### config.mk
export PLATFORM = sky130hd
export DESIGN_NAME = mem_arbiter
export DESIGN_NICKNAME = d
export VERILOG_FILES = /design/src/rtl/proc_pkg.sv /design/src/rtl/arb_starve_ctr.sv /design/src/rtl/mem_arbiter.sv
export SDC_FILE = /design/constraint.sdc
export NUM_CORES = 1
export LEC_CHECK = 0
export BUFFER_PORTS_ARGS = -buffer_cell sky130_fd_sc_hd__buf_2
export CORE_AREA = 2 2 84 86
export DETAILED_ROUTE_END_ITERATION = 16
export DIE_AREA = 0 0 86 88
export PLACE_DENSITY_LB_ADDON = 0.25
export SLEW_MARGIN = 20
export SYNTH_ARGS = -nofsm -noshare
export SYNTH_HDL_FRONTEND = slang
export SYNTH_SLANG_ARGS = --single-unit
### constraint.sdc
create_clock -name clk -period 4.9 [get_ports clk]
set_input_delay 0.245 -clock clk [delete_from_list [all_inputs] [get_ports clk]]
set_output_delay 0.245 -clock clk [all_outputs]
set_load 0.05 [all_outputs]
### src/rtl/proc_pkg.sv
`default_nettype none
// Shared pipeline definitions: memory-arbiter state encoding, bus owner IDs, word width.
// Revision: 1.0
package proc_pkg;

  localparam int WORD_W = 16;

  typedef enum logic [1:0] {
    ARB_IDLE  = 2'd0,
    ARB_ISSUE = 2'd1,
    ARB_WAIT  = 2'd2,
    ARB_ERR   = 2'd3
  } arb_state_t;

  localparam logic OWNER_I = 1'b0;
  localparam logic OWNER_D = 1'b1;

endpackage
`default_nettype wire

### src/rtl/arb_starve_ctr.sv
`default_nettype none
// arb_starve_ctr: saturating 4-bit count of grants lost by fetch, with limit compare.
// Revision: 1.0
module arb_starve_ctr #(
  parameter int LIMIT = 4
) (
  input  logic clk,
  input  logic rst,
  input  logic inc,
  input  logic clr,
  output logic hit
);

  logic [3:0] count;

  always_ff @(posedge clk or posedge rst) begin
    if (rst) begin
      count <= '0;
    end else if (clr) begin
      count <= '0;
    end else if (inc && count != 4'hF) begin
      count <= count + 4'd1;
    end
  end

  assign hit = (count >= 4'(LIMIT));

endmodule
`default_nettype wire

### src/rtl/mem_arbiter.sv
`default_nettype none
// mem_arbiter: shares one multi-cycle single-port memory between fetch (I) and data (D) ports.
// Revision: 1.0
module mem_arbiter
  import proc_pkg::*;
#(
  parameter int ADDR_W       = WORD_W,
  parameter int DATA_W       = WORD_W,
  parameter int STARVE_LIMIT = 4,
  parameter int TIMEOUT      = 64
) (
  input  logic              clk,
  input  logic              rst,
  input  logic              i_req,
  input  logic [ADDR_W-1:0] i_addr,
  input  logic              i_cancel,
  output logic [DATA_W-1:0] i_rdata,
  output logic              i_done,
  output logic              i_stall,
  input  logic              d_req,
  input  logic              d_wr,
  input  logic [ADDR_W-1:0] d_addr,
  input  logic [DATA_W-1:0] d_wdata,
  output logic [DATA_W-1:0] d_rdata,
  output logic              d_done,
  output logic              d_stall,
  output logic              mem_en,
  output logic              mem_wr,
  output logic [ADDR_W-1:0] mem_addr,
  output logic [DATA_W-1:0] mem_wdata,
  input  logic              mem_stall,
  input  logic              mem_done,
  input  logic [DATA_W-1:0] mem_rdata,
  output logic              err
);

  localparam int TO_W = $clog2(TIMEOUT + 1);
  localparam logic [TO_W-1:0] TO_LAST = TO_W'(TIMEOUT - 1);

  arb_state_t      state, state_nx;
  logic            owner;
  logic            cancel_pend;
  logic            starve_hit;
  logic [TO_W-1:0] to_cnt;
  logic            i_elig, d_elig;
  logic            grant_i, grant_d, accept, complete, expire;

  // The done pulse masks the requester's stale level request in its completion cycle.
  assign i_elig = i_req & ~i_done & ~i_cancel;
  assign d_elig = d_req & ~d_done;

  arb_starve_ctr #(.LIMIT(STARVE_LIMIT)) u_starve (
    .clk (clk),
    .rst (rst),
    .inc (grant_d & i_elig),
    .clr (grant_i),
    .hit (starve_hit)
  );

  always_ff @(posedge clk or posedge rst) begin
    if (rst) state <= ARB_IDLE;
    else     state <= state_nx;
  end

  always_comb begin
    state_nx = state;
    grant_i  = 1'b0;
    grant_d  = 1'b0;
    accept   = 1'b0;
    complete = 1'b0;
    expire   = 1'b0;
    mem_en   = 1'b0;
    i_stall  = i_req & ~i_done & ~i_cancel;
    d_stall  = d_req & ~d_done;
    case (state)
      ARB_IDLE: begin
        if (i_elig && (!d_elig || starve_hit)) grant_i = 1'b1;
        else if (d_elig)                       grant_d = 1'b1;
        if (grant_i || grant_d) state_nx = ARB_ISSUE;
      end
      ARB_ISSUE: begin
        mem_en = 1'b1;
        if (!mem_stall) begin
          accept   = 1'b1;
          state_nx = ARB_WAIT;
        end
      end
      ARB_WAIT: begin
        // A completion on the final allowed cycle still counts as a completion.
        if (mem_done) begin
          complete = 1'b1;
          state_nx = ARB_IDLE;
        end else if (to_cnt == TO_LAST) begin
          expire   = 1'b1;
          state_nx = ARB_ERR;
        end
      end
      ARB_ERR: begin
        i_stall = 1'b1;
        d_stall = 1'b1;
      end
      default: state_nx = ARB_IDLE;
    endcase
  end

  always_ff @(posedge clk or posedge rst) begin
    if (rst) begin
      owner       <= OWNER_I;
      mem_addr    <= '0;
      mem_wr      <= 1'b0;
      mem_wdata   <= '0;
      to_cnt      <= '0;
      cancel_pend <= 1'b0;
      err         <= 1'b0;
      i_done      <= 1'b0;
      i_rdata     <= '0;
      d_done      <= 1'b0;
      d_rdata     <= '0;
    end else begin
      i_done  <= 1'b0;
      d_done  <= 1'b0;
      i_rdata <= '0;
      d_rdata <= '0;

      if (grant_i) begin
        owner     <= OWNER_I;
        mem_addr  <= i_addr;
        mem_wr    <= 1'b0;
        mem_wdata <= '0;
      end else if (grant_d) begin
        owner     <= OWNER_D;
        mem_addr  <= d_addr;
        mem_wr    <= d_wr;
        mem_wdata <= d_wdata;
      end

      if (accept)                 to_cnt <= '0;
      else if (state == ARB_WAIT) to_cnt <= to_cnt + TO_W'(1);

      if (complete) begin
        cancel_pend <= 1'b0;
      end else if (i_cancel && owner == OWNER_I &&
                   (state == ARB_ISSUE || state == ARB_WAIT)) begin
        cancel_pend <= 1'b1;
      end

      // A squashed fetch still drains the memory but never reports completion.
      if (complete) begin
        if (owner == OWNER_I) begin
          i_done  <= ~(cancel_pend | i_cancel);
          i_rdata <= (cancel_pend | i_cancel) ? '0 : mem_rdata;
        end else begin
          d_done  <= 1'b1;
          d_rdata <= mem_wr ? '0 : mem_rdata;
        end
      end

      if (expire) err <= 1'b1;
    end
  end

endmodule
`default_nettype wire

# ---- Word level (Yosys, flattened, before mapping)
# Index checks and enable logic that the tools add are counted.
dict set report word_totals {
  regBits 83
  latch_bits 0
  ram_bits 0
  mem_bits_ro 0
  inputBits 72
  output_inout_bits 71
  memories 0
}
dict set report classes {
  add_sub_neg 2
  multipliers 0
  div_mod_pow 0
  order_cmp 1
  eq_ne 8
  n_shift 0
  n_mux 46
  bitwise_logic 10
  n_reduce_logical 15
}
# cell count
set op_table {}
lappend op_table {{$mux 16} 10}
lappend op_table {{$mux 1} 27}
lappend op_table {{$mux 7} 2}
lappend op_table {{$mux 2} 4}
lappend op_table {{$mux 4} 2}
lappend op_table {{$reduce_bool 2->1} 4}
lappend op_table {{$add 7x1->7 const B} 1}
lappend op_table {{$eq 7x6->1 const B} 1}
lappend op_table {{$pmux 2 s3} 1}
lappend op_table {{$not 1->1} 5}
lappend op_table {{$add 4x1->4 const B} 1}
lappend op_table {{$and 1x1->1} 4}
lappend op_table {{$eq 2x2->1 const B} 2}
lappend op_table {{$ge 4x3->1 const B} 1}
lappend op_table {{$logic_and 1x1->1} 4}
lappend op_table {{$ne 2x2->1 const B} 2}
lappend op_table {{$ne 4x4->1 const B} 1}
lappend op_table {{$reduce_and 4->1} 1}
lappend op_table {{$logic_or 1x1->1} 3}
lappend op_table {{$ne 3x3->1 const B} 1}
lappend op_table {{$reduce_bool 3->1} 1}
lappend op_table {{$eq 2x1->1 const B} 1}
lappend op_table {{$logic_not 2->1} 1}
lappend op_table {{$logic_not 1->1} 1}
lappend op_table {{$or 1x1->1} 1}

# ---- Logic depth before layout (Yosys ltp)
# Gate-level depths: netlist of run 1.
dict set report depth {
  word_depth 12
  mapped_depth 7
  mapped_depth_nobuf 6
}

# ---- Hierarchy
# A second synthesis of run 1 with hierarchy kept.
dict set report unflattened {
  cells_unflattened 295
  hier_area_um2 3403.3
}
# module n_inst cells_per_inst area_each_um2 seq_area_each_um2
set modules_own_cells {}
lappend modules_own_cells {mem_arbiter 1 273 3166.8 1976.9}
lappend modules_own_cells {arb_starve_ctr 1 22 236.5 100.1}

# ---- Worst setup path after synthesis of run 1
# No wires, ideal clock.
dict set report synth_path {
  path_type {register to register}
  from {reg d_done}
  to {reg mem_addr[2]}
  arrival_ps 1669
  required_time_ps 4774
  slack_ps 3105
  path_stages_with_launch 6
  n_path_buf 2
  period_less_slack_ps 1795
  path_cell_list {dfrtp_1 -> nand2b_4 -> o311a_1 -> buf_2 -> buf_6 -> a221o_1}
}
dict set report synth_between {
  elab_chain_len 9
  word_cells_on_any_way 14
}
# element line
set synth_rtl {}
lappend synth_rtl {{from (decl)} mem_arbiter.sv:25} ;# output logic d_done,
lappend synth_rtl {{from (signal assigned)} mem_arbiter.sv:117} ;# d_done <= 1'b0;
lappend synth_rtl {{from (signal assigned)} mem_arbiter.sv:121} ;# d_done <= 1'b0;
lappend synth_rtl {{from (signal assigned)} mem_arbiter.sv:153} ;# d_done <= 1'b1;
lappend synth_rtl {{$not 1->1 (*)} mem_arbiter.sv:50} ;# assign d_elig = d_req & ~d_done;
lappend synth_rtl {{$and 1x1->1 (*)} mem_arbiter.sv:50}
lappend synth_rtl {{$logic_not 1->1} mem_arbiter.sv:77} ;# if (i_elig && (!d_elig || starve_hit)) grant_i = 1'b1;
lappend synth_rtl {{$logic_or 1x1->1} mem_arbiter.sv:77}
lappend synth_rtl {{$logic_and 1x1->1} mem_arbiter.sv:77}
lappend synth_rtl {{$mux 1} mem_arbiter.sv:77}
lappend synth_rtl {{$mux 1 (2 in a row)} mem_arbiter.sv:75} ;# case (state)
lappend synth_rtl {{$mux 16 or $reduce_bool 2->1 (tied branches)} --}
lappend synth_rtl {{to (signal assigned)} mem_arbiter.sv:127} ;# mem_addr <= i_addr;
lappend synth_rtl {{to (signal assigned)} mem_arbiter.sv:132} ;# mem_addr <= d_addr;
lappend synth_rtl {{to (decl)} mem_arbiter.sv:29} ;# output logic [ADDR_W-1:0] mem_addr,
# Mark *: on every way between the ends. The rest lies on a longest branch, timed or not. The select of a mux whose other input is x is not followed.
# A chain may end at the register's enable or synchronous reset.

# ---- Final worst setup path of run 1
dict set report layout_path {
  from {reg state[0]}
  to {reg mem_addr[0]}
}
dict set report layout_between {
  elab_chain_len 3
  word_cells_on_any_way 5
}
# element line
set layout_rtl {}
lappend layout_rtl {{from (decl)} mem_arbiter.sv:40} ;# arb_state_t state, state_nx;
lappend layout_rtl {{from (signal assigned)} mem_arbiter.sv:62} ;# else state <= state_nx;
lappend layout_rtl {{$logic_not 2->1 (*)} mem_arbiter.sv:75}
lappend layout_rtl {{$mux 1} mem_arbiter.sv:75}
lappend layout_rtl {{$mux 16 or $reduce_bool 2->1 (tied branches)} --}
# Mark *: on every way between the ends. The rest lies on a longest branch, timed or not.

==> flow_summary.ini, run 1 <==
[yosys]
synth-seq-cells = 83
synthCells = 285
synth_cell_types = 36
yosys-top-cells-count = 83 x dfrtp_1, 34 x nand2_1, 33 x and2_1, 21 x nor2_1, 13 x a21oi_1
ys_async_sr_fraction = 1.00
yosysMostFrequentCell = dfrtp_1
yosysWarnings = 0
synth_edf_count = 0
syn_nets = 364
synth_area_per_cell_um2 = 11.7
synth.largest_area_cell = dfrtp_1
syn_area_um2 = 3350
ys_seq_area_frac = 0.621
synth_area_leaders = dfrtp_1 62%, and2_1 6.2%, nand2_1 3.8%
ys.flop_type = dfrtp_1
synth_top_area_share = 0.621

[routing]
drc = 0
final_antenna_net_count = 0
vias_per_cell = 5.07
dr.pass1.iters = 4
initialDrtViolationCount = 107
vias = 2601
wl_per_cell_um = 14.5
wl_um = 7440

[global_routing]
grt_usage = 0.197
antenna_found_initial = 0
grt_most_used_layer = met2
grt_overflow_total = 0
grt_pass1_wl_um = 11500
grt_use_met3 = 0.0452
met2_usage = 0.331
grt_pass1_vias = 2521
grt_max_degree = 84
grtUsageMet1 = 0.245

[critical_path]
startpoint_type = flop
arrival_ps = 2550
cp_data_required_time_ps = 5180
critPathBufInv = 1
path_max_fanout = 19
critPathKind = reg -> reg
crit_family = simple AND/OR/NAND/NOR gates
critPathCaptureType = flop
slowest_stage = nor2_4
path_cells = inv_1 > ha_1 > nand3b_1 > nor2_4 > a221o_1
max_stage_delay_ps = 650

[final_layout]
n_antenna_cell = 0
area_growth_pct = 30.1
drive_gt1_frac = 0.388
fin_cells = 513
fillerInstances = 546
fin_nets = 507

[sta]
fin_tns_setup_ps = 0
max_slew_margin = 0.493
drv_slew = 0
fin_crit_ps = 2280
fin_skew_ps = 7.75
setup_viol = 0
rsz0062_at_grt = no
tightest_slew_ps = 758
period_share = 0.465
hold_viol = 0
fmax_mhz = 439

[clock_network]
clockBufferDepth = 2
cts_hold_buf = 0
cts-root-buf = clkbuf_8
cts_tree = done
clk_latency_ps = 340
cts_buffers = 9
cts_setup_buffers = 0
cts_resized = 0
clk_pin_slew_ps = 90
htreeDepth = 3
clock_sinks = 83

[placed_design]
placed_cells = 497
io_buffer_count = 142
routabilityCongestion = 0.806
post-dp-hpwl_um = 5430

[outcome]
status = completed

[die]
coreArea_um2 = 6640
dieHeight_um = 88
row_count = 30
dieArea_um2 = 7570
floorplan.initialDensity = 0.504
die_x_um = 86
io_pins = 143

[power]
vdd_drop_max_uv = 476
p_leak_nw = 2.38
powerDensity_nw_per_um2 = 599

[worst_hold_path]
min_path_type = in -> async

[run]
drv_cap = 0
-- routing by layer --
| layer | up-vias | part of all wire |
|---|---|---|
| li1 | 1256 | - |
| met1 | 1224 | 0.42 |
| met2 | 108 | 0.48 |
| met3 | 13 | 0.076 |
| met4 | 0 | 0.018 |
| met5 | - | 0 |
-- per-stage QoR --
step | setup WS (ps) | hold WS, ps | utilization | power [W] | cell area [um^2]
final | 2620 | 79.2 | 0.655 | 0.00261 | 4350
after global routing | 2410 | 87.5 | 0.655 | 0.00274 | 4350
after CTS | 2520 | 86.5 | 0.653 | 0.00262 | 4340
after detailed placement | 2540 | 452 | 0.618 | 0.00207 | 4110
after global placement | 2710 | 448 | 0.618 | 0.00203 | 4110
after floorplan | 2520 | 331 | - | 0.00180 | 3350
-- final timing paths --
path / start / end / slack, ps / cells after the start
max: state[0] / mem_addr[0] / 2620 / 5
min: rst / mem_addr[6] / 80 / 3
max reg2reg: state[0] / mem_addr[0] / 2620 / 5
min reg2reg: err / err / 480 / 2
max in group asynchronous: rst / state[0] / 4330 / 3
min in group clk: i_addr[14] / mem_addr[14] / 100 / 3
-- layout make-up --
cell class / instances / area [um^2] / area share
clock buffer: 10 / 138 / 0.0316
clock inverter: 6 / 93.8 / 0.0216
inverter: 6 / 23.8 / 0.00546
multi-input combinational: 183 / 1180 / 0.272
sequential: 83 / 2080 / 0.477
tap: 80 / 100 / 0.0230
timing repair buffer: 145 / 737 / 0.169
-- flip-flops by register name, summed over array words and instances (netlist names) --
signal,count
cancel_pend,1
d_done,1
d_rdata,16
err,1
i_done,1
i_rdata,16
mem_addr,16
mem_wdata,16
mem_wr,1
owner,1
state,2
to_cnt,7
u_starve.count,4
-- kinds of logic after synthesis --
group / synth area share
buffers and inverters: 0.0284
xor gates and xnor gates: 0.0131
and+or+nand+nor: 0.168
muxes: 0.0333
AOI/OAI and AO/OA: 0.110
adders and majority gates: 0.0262
DFF: 0.621
-- report_power, final --
| part | switching, W | internal, W | total [W] | leakage (nW) |
|---|---|---|---|---|
| combinational | 0.000802 | 0.000302 | 0.00110 | 1.17 |
| sequential | 0.000101 | 0.000848 | 0.000949 | 1.09 |
| clock | 0.000248 | 0.000305 | 0.000553 | 0.113 |
-- cells in the final DEF, fill, tap and decap left out, drive strengths merged, types with 2 or more instances in the layout --
cell type,instances
a21oi,13
a221o,8
a22o,11
a31oi,3
and2,33
buf,145
bufinv,2
clkbuf,10
clkinv,2
dfrtp,83
ha,7
inv,7
mux2i,10
nand2,34
nand2b,5
nand3,2
nand4,3
nor2,22
o21ai,13
or3,2
xor2,4
-- tightest hold or removal path, cell delays in order --
cell,delay (ps)
buf_2,100
clkinv_2,40
buf_6,540
Power figures use the tool's default switching activity.
==> run 2: changes to the inputs <==
Settings changed: ABC_AREA from default to 1, CORE_AREA 2 2 84 86 to 2 2 88 90, DIE_AREA 0 0 86 88 to 0 0 90 92.
Clock period 4.9 ns to 2.1 ns, I/O delays scaled along.
==> run 2 against run 1 <==
First-iteration DRC count increased by 59%. Largest power group unchanged. Register-to-register slack worse by 2300 ps. Highest routed layer unchanged. Sequential power up 130%. Count of clock-buffer cells in the layout fell by 1.
==> flow_summary.ini, run 2 <==
[clock_network]
cts_buffers = 9
htreeDepth = 3
cts_setup_buffers = 0
clockBufferDepth = 2
clk_latency_ps = 340
cts_hold_buf = 44
cts-root-buf = clkbuf_8
clk_pin_slew_ps = 90
cts_resized = 0
cts_tree = done
clock_sinks = 83

[critical_path]
critPathCaptureType = flop
slowest_stage = dfrtp_1
startpoint_type = flop
crit_family = simple AND/OR/NAND/NOR gates
critPathBufInv = 1
arrival_ps = 2010
path_cells = inv_1 > ha_1 > nand2_1 > nor2_1 > nand2_1 > nor2_1
max_stage_delay_ps = 430
path_max_fanout = 16
cp_data_required_time_ps = 2360
critPathKind = reg -> reg

[final_layout]
post-route-util = 0.661
final_common_cell = buf_2
drive_gt1_frac = 0.285
n_antenna_cell = 0
final_area_um2 = 4920
fillerInstances = 630
final_cell_mix = 142 x buf_2, 110 x nand2_1, 83 x dfrtp_1
area_growth_pct = 41.9
fin_nets = 670
fin_cells = 698

[yosys]
syn_nets = 481
synth_area_per_cell_um2 = 8.62
synth_cell_types = 19
synth_edf_count = 0
ys_seq_area_frac = 0.599
yosysWarnings = 0
synth-seq-cells = 83
synth.largest_area_cell = dfrtp_1
yosysMostFrequentCell = nand2_1
ys.flop_type = dfrtp_1
synth_area_leaders = dfrtp_1 60%, nand2_1 12%, nand3_1 7.4%
ys_async_sr_fraction = 1.00
synthCells = 402
syn_area_um2 = 3470
synth_top_area_share = 0.599
yosys-top-cells-count = 110 x nand2_1, 83 x dfrtp_1, 60 x nor2_1, 54 x inv_1, 51 x nand3_1

[die]
coreArea_um2 = 7450
die_x_um = 90
floorplan.initialDensity = 0.465
dieArea_um2 = 8280
io_pins = 143
dieHeight_um = 92
row_count = 32

[sta]
fin_tns_setup_ps = 0
setup_viol = 0
tightest_slew_ps = 658
fmax_mhz = 571
rsz0062_at_grt = no
max_slew_margin = 0.560
fin_skew_ps = 9.05
fin_crit_ps = 1750
holdWs_ps = 24.6
hold_viol = 0
drv_slew = 0
period_share = 0.834

[global_routing]
grt_max_degree = 84
antenna_found_initial = 0
grt_pass1_vias = 3129
grt_overflow_total = 0
grt_pass1_wl_um = 14400
grt_usage = 0.216

[routing]
drc = 0
wl_per_cell_um = 12.5
dr.max_layer_used = met4
routed-wl-met2_um = 4280
wl_met1_um = 3610
wl_um = 8700
wl_met3_um = 651
vias_per_cell = 4.58
dr.pass1.iters = 4
final_antenna_net_count = 0
initialDrtViolationCount = 170
vias = 3199

[power]
pwr-share-comb = 0.465
powerDensity_nw_per_um2 = 1240
switching_share = 0.481
switchingPower_w = 0.00293
internal_power_w = 0.00316
seq_power_share = 0.365
p_leak_nw = 2.89
vdd_drop_max_uv = 445
pwr-share-clk = 0.171

[placed_design]
routabilityCongestion = 0.755
io_buffer_count = 142
dpl_cell_area_um2 = 4300
post-dp-hpwl_um = 5650
placed_cells = 638

[worst_hold_path]
min_path_type = in -> reg

[outcome]
status = completed

[run]
drv_cap = 0
==> run 2: cell types whose count changed after synthesis, moves of 4 or more <==
cell,delta
nor2_1,+39
a22o_1,-11
inv_1,+48
nand2_1,+76
and2_1,-33
nand2b_1,-4
mux2i_1,-10
nand3_1,+49
a221o_1,-8
o21ai_0,-4
a21oi_1,-7
==> run 2: cell families (layout without fill, tap and decap cells) <==
kind of cell / Yosys count / after routing / share of synthesized area
simple gates: 225 / 225 / 0.268
flops: 83 / 83 / 0.599
compound gates: 17 / 17 / 0.0260
xor+xnor: 1 / 1 / 0.00253
buf+inv: 69 / 263 / 0.0794
fa+ha+maj: 7 / 7 / 0.0253
==> run 2: stage by stage <==
step                      total power (W)  setup slack, ps
after floorplan                   0.00435              572
after global placement            0.00496              443
after detailed placement          0.00502              323
after CTS                         0.00614              322
after global routing              0.00649             93.9
final                             0.00609              349
==> run 2: path summary, 6_finish.rpt <==
kind / startpoint / to / slack (ps) / depth (start not counted)
min: d_addr[1] / mem_addr[1] / 20 / 3
max reg2reg: state[0] / d_rdata[12] / 350 / 6
max: state[0] / d_rdata[12] / 350 / 6
min reg2reg: mem_wdata[6] / mem_wdata[6] / 470 / 2
max in group asynchronous: rst / to_cnt[0] / 1330 / 4
min in group asynchronous: rst / i_rdata[0] / 400 / 4
==> run 2: cell type report <==
| class | instances | area (um^2) | area share |
|---|---|---|---|
| clock buffers | 9 | 124 | 0.0252 |
| clock inverters | 7 | 58.8 | 0.0120 |
| inverters | 56 | 214 | 0.0435 |
| multi-input cells | 250 | 1120 | 0.227 |
| flip-flops and latches | 83 | 2080 | 0.422 |
| well taps | 102 | 128 | 0.0259 |
| repair buffers | 191 | 1200 | 0.244 |
==> run 2: power by group through the flow <==
stage | clock network [W] | registers (W) | logic, W
floorplan | 0 | 0.00338 | 0.000969
global placement | 0 | 0.00223 | 0.00273
detailed placement | 0 | 0.00224 | 0.00277
CTS | 0.00108 | 0.00222 | 0.00284
global route | 0.00116 | 0.00227 | 0.00306
finish | 0.00104 | 0.00222 | 0.00283
==> run 2: layer usage <==
metal,vias up,global-route usage
met2,133,0.374
met4,0,0.0744
met3,14,0.0534
met1,1451,0.266
li1,1601,-
met5,-,0
==> run 2: worst reg2reg max path: stages (launching register included) <==
cell	delay [ps]
dfrtp_1	430
inv_1	100
ha_1	330
nand2_1	120
nor2_1	140
nand2_1	340
nor2_1	200
==> run 3: changes to the inputs <==
Settings changed: ABC_AREA 1 to 0.
Clock period 2.1 ns to 1.7 ns, I/O delays scaled along.
==> run 3 against run 2 <==
Global-route usage up 0.055 points. Largest cell class unchanged. Worst setup slack worse by 270 ps. Highest routed layer unchanged. Non-clock buffer count up 25. Power up 27%. Wire length up 3.7%.
==> flow_summary.ini, run 3 (same netlist as run 1, synthesis figures left out) <==
[critical_path]
max_stage_delay_ps = 430
slowest_stage = dfrtp_2
critPathCaptureType = output port
path_max_fanout = 4
arrival_ps = 1540
startpoint_type = flop
path_cells = or3b_4 > nand2b_1 > buf_2
critPathKind = reg -> out
cp_data_required_time_ps = 1620

[clock_network]
cts_buffers = 9
clk_latency_ps = 360
cts-root-buf = clkbuf_8
clockBufferDepth = 2
htreeDepth = 3
cts_setup_buffers = 0
cts_tree = done
clock_sinks = 83
clk_pin_slew_ps = 80

[routing]
wl_met1_um = 3750
wl_um = 9020
initialDrtViolationCount = 142
dr.max_layer_used = met4
wl_met3_um = 523
drc = 0
wl_per_cell_um = 14.9
dr.pass1.iters = 4
routed-wl-met2_um = 4640
vias_per_cell = 4.85
vias = 2938
final_antenna_net_count = 0

[placed_design]
post-dp-hpwl_um = 5380
routabilityCongestion = 0.776
io_buffer_count = 142

[sta]
setup_viol = 0
fin_tns_setup_ps = 0
fmax_mhz = 616
fin_skew_ps = 13.3
period_share = 0.955
drv_slew = 0
max_slew_margin = 0.670
holdWs_ps = 25.9
fin_crit_ps = 1620
rsz0062_at_grt = no
hold_viol = 0
tightest_slew_ps = 493

[final_layout]
post-route-util = 0.688
drive_gt1_frac = 0.371
final_cell_mix = 142 x buf_2, 81 x dfrtp_1, 59 x dlygate4sd3_1
final_common_cell = buf_2
n_antenna_cell = 0
fin_nets = 578
fillerInstances = 563
regArea_um2 = 2080
multi_input_area_um2 = 1200
area_growth_pct = 53.2

[global_routing]
antenna_found_initial = 0
grt_max_degree = 84
grt_pass1_vias = 3013
grt_usage = 0.217
grt_overflow_total = 0
grt_pass1_wl_um = 14200

[power]
p_leak_nw = 2.67
powerDensity_nw_per_um2 = 1510
vdd_drop_max_uv = 1050

[die]
dieArea_um2 = 8280
die_x_um = 90
row_count = 32
dieHeight_um = 92
floorplan.initialDensity = 0.449
coreArea_um2 = 7450
io_pins = 143

[worst_hold_path]
min_path_type = in -> reg

[run]
drv_cap = 0

[outcome]
status = completed
run 3: changes by cell type in the layout (fill, tap and decap cells not counted), moves of 7 or more:
cell | previous run | this run
a22o_1 | 0 | 11
a221o_1 | 0 | 8
nand3_1 | 51 | 2
nand2_1 | 110 | 34
and2_1 | 0 | 33
mux2i_1 | 0 | 10
a21oi_1 | 6 | 13
dlygate4sd3_1 | 44 | 59
nor2_1 | 60 | 21
inv_1 | 53 | 4
run 3: area by class of cell:
type                            instances  area share
Clock buffer                           10      0.0268
Clock inverter                          6      0.0139
Inverter                                6     0.00513
Multi-Input combinational cell        183       0.235
Sequential cell                        83       0.406
Tap cell                              102      0.0249
Timing Repair Buffer                  216       0.289
run 3: what timing repair did:
item	4_1_cts	5_1_grt
hold buffers	59	0
gates resized for setup	0	5
endpoints found under the setup margin	0	27
endpoints found under the hold margin	149	0
run 3: power by group:
part	internal, W	switching (W)	leakage [nW]
clock	0.000731	0.000739	0.0995
combinational	0.00113	0.00239	1.48
sequential	0.00244	0.000283	1.09
run 3: metal layers:
metal / track usage / vias to the layer above
met4: 0.0949 / 0
met5: 0 / -
met1: 0.270 / 1415
met3: 0.0419 / 10
met2: 0.370 / 115
li1: - / 1398
run 3: worst max-delay path: cells and delay by family (launching register included):
| family | cells | cell delay [ps] |
|---|---|---|
| DFF | 1 | 430 |
| buffers and inverters | 1 | 260 |
| and+or+nand+nor | 2 | 490 |
run 3: stage by stage:
step | power (W) | area [um^2] | setup slack (ps) | std cells
2_1_floorplan | 0.00518 | 3350 | 2.24 | 285
3_3_place_gp | 0.00603 | 4280 | 79.9 | 530
3_5_place_dp | 0.00608 | 4280 | 3.87 | 530
4_1_cts | 0.00768 | 5070 | 2.12 | 605
5_1_grt | 0.00810 | 5130 | 11.3 | 606
6_report | 0.00772 | 5130 | 76.1 | 606
run 3: path summary, 6_finish.rpt:
| kind | startpoint | endpoint | slack (ps) | cells past startpoint |
|---|---|---|---|---|
| max | i_done | i_stall | 80 | 3 |
| min | d_addr[13] | mem_addr[13] | 30 | 3 |
| max reg2reg | i_done | mem_wdata[5] | 80 | 4 |
| min reg2reg | err | err | 490 | 2 |
| max in group asynchronous | rst | d_done | 960 | 4 |
| min in group asynchronous | rst | d_rdata[11] | 400 | 4 |
